$ cat src/rtl/vending_machine.sv
// Four-item vending machine: accumulates coins into a balance, dispenses when the
// selected item is covered and in stock, and refunds on cancel, overflow or sell-out.
module vending_machine #(
  parameter logic [7:0] PRICE0     = 8'd20,
  parameter logic [7:0] PRICE1     = 8'd35,
  parameter logic [7:0] PRICE2     = 8'd50,
  parameter logic [7:0] PRICE3     = 8'd45,
  parameter logic [3:0] INIT_STOCK = 4'd5
) (
  input  logic       clk,
  input  logic       reset,
  input  logic [1:0] item_select,
  input  logic [7:0] money_in,
  input  logic       cancel,
  output logic       dispense,
  output logic [7:0] change,
  output logic [7:0] money_needed,
  output logic [3:0] stock
);

  localparam int unsigned MONEY_W = 8;
  localparam int unsigned STOCK_W = 4;
  localparam int unsigned N_ITEMS = 4;

  localparam logic [MONEY_W-1:0] prices [N_ITEMS] = '{PRICE0, PRICE1, PRICE2, PRICE3};

  logic [MONEY_W-1:0] balance;
  logic [STOCK_W-1:0] stocks [N_ITEMS];

  logic [MONEY_W-1:0] balance_nxt;
  logic [STOCK_W-1:0] stocks_nxt [N_ITEMS];
  logic               dispense_nxt;
  logic [MONEY_W-1:0] change_nxt;

  logic [MONEY_W:0]   sum;
  logic [MONEY_W-1:0] price_sel;
  logic [STOCK_W-1:0] stock_sel;

  assign sum       = {1'b0, balance} + {1'b0, money_in};
  assign price_sel = prices[item_select];
  assign stock_sel = stocks[item_select];

  // Selection-view outputs follow the current item immediately.
  assign money_needed = (balance < price_sel) ? (price_sel - balance) : '0;
  assign stock        = stock_sel;

  // Transaction decision: cancel first, then overflow / sell-out / purchase / accumulate.
  always_comb begin
    balance_nxt  = balance;
    stocks_nxt   = stocks;
    dispense_nxt = 1'b0;
    change_nxt   = '0;

    if (cancel) begin
      change_nxt  = MONEY_W'(sum);
      balance_nxt = '0;
    end else if (sum[MONEY_W] || (stock_sel == '0)) begin
      change_nxt = money_in;
    end else if (MONEY_W'(sum) >= price_sel) begin
      dispense_nxt            = 1'b1;
      change_nxt              = MONEY_W'(sum - {1'b0, price_sel});
      balance_nxt             = '0;
      stocks_nxt[item_select] = stock_sel - STOCK_W'(1);
    end else begin
      balance_nxt = MONEY_W'(sum);
    end
  end

  always_ff @(posedge clk) begin
    if (reset) begin
      balance  <= '0;
      dispense <= 1'b0;
      change   <= '0;
      for (int i = 0; i < N_ITEMS; i++) stocks[i] <= INIT_STOCK;
    end else begin
      balance  <= balance_nxt;
      dispense <= dispense_nxt;
      change   <= change_nxt;
      for (int i = 0; i < N_ITEMS; i++) stocks[i] <= stocks_nxt[i];
    end
  end

endmodule

$ cat config.mk
export PLATFORM = sky130hd
export DESIGN_NAME = vending_machine
export DESIGN_NICKNAME = d
export VERILOG_FILES = /design/src/rtl/vending_machine.sv
export SDC_FILE = /design/constraint.sdc
export NUM_CORES = 1
export LEC_CHECK = 0
export CORE_UTILIZATION = 35
export DETAILED_ROUTE_END_ITERATION = 8
export SYNTH_ARGS = -nofsm -noshare
export SYNTH_HDL_FRONTEND = slang
export SYNTH_SLANG_ARGS = --single-unit
$ cat constraint.sdc
create_clock -name clk -period 8.2 [get_ports clk]
set_input_delay 1.64 -clock clk [delete_from_list [all_inputs] [get_ports clk]]
set_output_delay 1.64 -clock clk [all_outputs]
set_load 0.02 [all_outputs]
==> run summary <==
dpl cells = 373
most frequent cells in the layout = dfxtp_1, clkdlybuf4s50_1, nor2_1
DR WL/cell = 14.91 µm
Finished Cell Area = 2861 µm²
overall power = 428.1 µW
via/cell ratio = 5.365
Reg2Reg Setup Slack = 4250 ps
Seq/Total Area, Yosys = 27.64%
Syn Nets = 313
TritonCTS Buffers = 5
DP Area = 2775 µm²
Die Footprint = 7162 µm²
final wirelength = 5682 µm
TritonCTS clock tree = yes
Clk Latency, worst-skew pair = 290 ps
worst setup path endpoint = money_needed[7]
die width = 84.63 µm
clk slew on worst S/H paths = 80 ps
cts hold-fix bufs = 0
Primary FF master, synth = dfxtp_1
initial core utilization = 37.00%
Syn Inst Count = 272
hold slack = 469.7 ps
Post-synth EDFFs = 0
post-CTS setup buffers = 0
Ports = 34
Antenna Violating Nets Remaining = 0
first-pass GRT wire length = 9618 µm
Setup crit start kind = input port
crit-path max FO = 7
kind of critical path = input port to primary output
largest net degree at the start of global routing = 29
Crit. End Element = primary output
Detail Placement HPWL = 4288 µm
post-synth top area cell = dfxtp_1
Netlist cell types = 47
antenna violations before repair = 0
Post-Syn Area = 2390 µm²
share of layout cells above drive strength 1 = 7.237%
critical path startpoint = item_select[1]
WHS Path Cells = 1
worst-margin pin slew = 927.8 ps
number of synthesized register bits = 33
max-cap violations = 0
WP data required = 6560 ps
failing checks = DRC
post-cts resize count = 0
fin cells = 381
RSZ-0062 raised after global routing = no
Hold Vio Cnt, Final = 0
Port Buffers = 32
Clock Path Buffers = 2
Async S/R FF share, synth = 0%
Core Area = 6459 µm²
GRT Total Usage = 17.07%
Clock Skew = 8.874 ps
peak supply drop = 0.00008270 V
Worst R2R End = stocks[0]
crit path DAT = 5410 ps
# rows = 29
htree depth = 2
ANT cells = 0
Area growth, synth to finish = 19.74%
Syn Area/Cell = 8.786 µm²
Reg2Reg Depth = 16
Setup TNS = 0 ps
FMAX = 141.7 MHz
Sink Count = 33
via count = 2044
Initial DRT Pass Iterations = 6
clock root buffer = clkbuf_8
Remaining DRCs = 3
final cycle utilization of the critical path = 86.03%
number of global-route vias before repair = 1967
share of the synthesized area in the top cell type = 27.64%
outcome = finished, violations left
final setup fails = 0
leakage = 1.235 nW
power density over cell area = 149.6 nW/µm²
yosys warns = 0
Final Max Tran Viols = 0
gr ovfl total = 0
commonest non-fill, non-tap cell in the layout = dfxtp_1
r2r startpoint = balance[0]
Final Wtd Congestion = 0.8294
Synth area leaders = dfxtp_1, ha_1, nor2_1
Iter 0 DRT Violations = 133
fillers = 641
worst min path class = flop to flop
Max-slew headroom = 37.82%
DIE HEIGHT = 84.63 µm
fin nets = 344
Period minus WS final = 7055 ps
==> metal layers <==
layer	vias to the layer above	GRT usage [%]	share of wire, %	wire (µm)
li1	1047	-	-	-
met1	943	24.68	50	2832
met2	50	26.24	44	2527
met3	4	3.147	4.9	280
met4	0	4.160	0.74	42
met5	-	0	0	0
==> layout make-up <==
class	instances	area, µm²	share of cell area [%]
multi-input cells	211	1612	56.32
flip-flops and latches	33	660.6	23.09
repair buffers	35	342.8	11.98
well taps	77	96.34	3.367
clock buffers	5	68.82	2.405
inverters	17	63.81	2.230
clock inverters	3	17.52	0.6122
==> cell families after synthesis <==
group	Yosys count	share of synthesized area, %
simple gates	90	18.95
compound gates	70	21.94
flops	33	27.64
fa+ha+maj	28	15.60
buf+inv	28	4.921
mux	12	7.121
xor+xnor	10	3.665
other cells	1	0.1569
==> metrics by stage <==
step	setup WS, ps	util, %
after CTS	1147	44.30
after floorplan	2354	-
after global placement	1213	42.97
final	1145	44.30
after global routing	835.5	44.30
after detailed placement	1155	42.97
==> how the worst min path moves through the flow <==
stage / from / end / slack [ps]
after floorplan: stocks[4] / stocks[4] / 430
after global placement: stocks[0] / stocks[0] / 440
after CTS: stocks[0] / stocks[0] / 470
final: stocks[0] / stocks[0] / 470
after detailed placement: stocks[12] / stocks[12] / 450
after global routing: stocks[4] / stocks[4] / 490
==> registers in the layout, summed over array words and instances (netlist names) <==
signal and cells:
balance 8, change 8, dispense 1, stocks 16
==> worst max-delay path, cell delays in order <==
cell             delay, ps
clkdlybuf4s50_1        680
inv_1                  120
ha_1                   390
inv_1                  120
fa_1                   430
nor2b_1                160
o21ai_0                100
nand2b_1               120
a21o_1                 120
a21oi_1                 50
or4_1                  600
a211oi_1               260
clkdlybuf4s50_1        640
==> where the power goes <==
| part | total (mW) | switching [mW] | leakage [nW] | internal, mW |
|---|---|---|---|---|
| logic | 0.133 | 0.0719 | 0.921 | 0.0613 |
| clock network | 0.125 | 0.0660 | 0.0439 | 0.0587 |
| registers | 0.170 | 0.00274 | 0.270 | 0.168 |
==> Yosys cell counts, types with 8 or more instances <==
cell      count
inv_1        17
nand2_1      16
nand2b_1     11
dfxtp_1      33
a22oi_1       9
o21ai_0       8
nor2_1       29
nor2b_1       8
ha_1         25
a21oi_1      10
mux2i_1       8
Power figures use the tool's default switching activity.
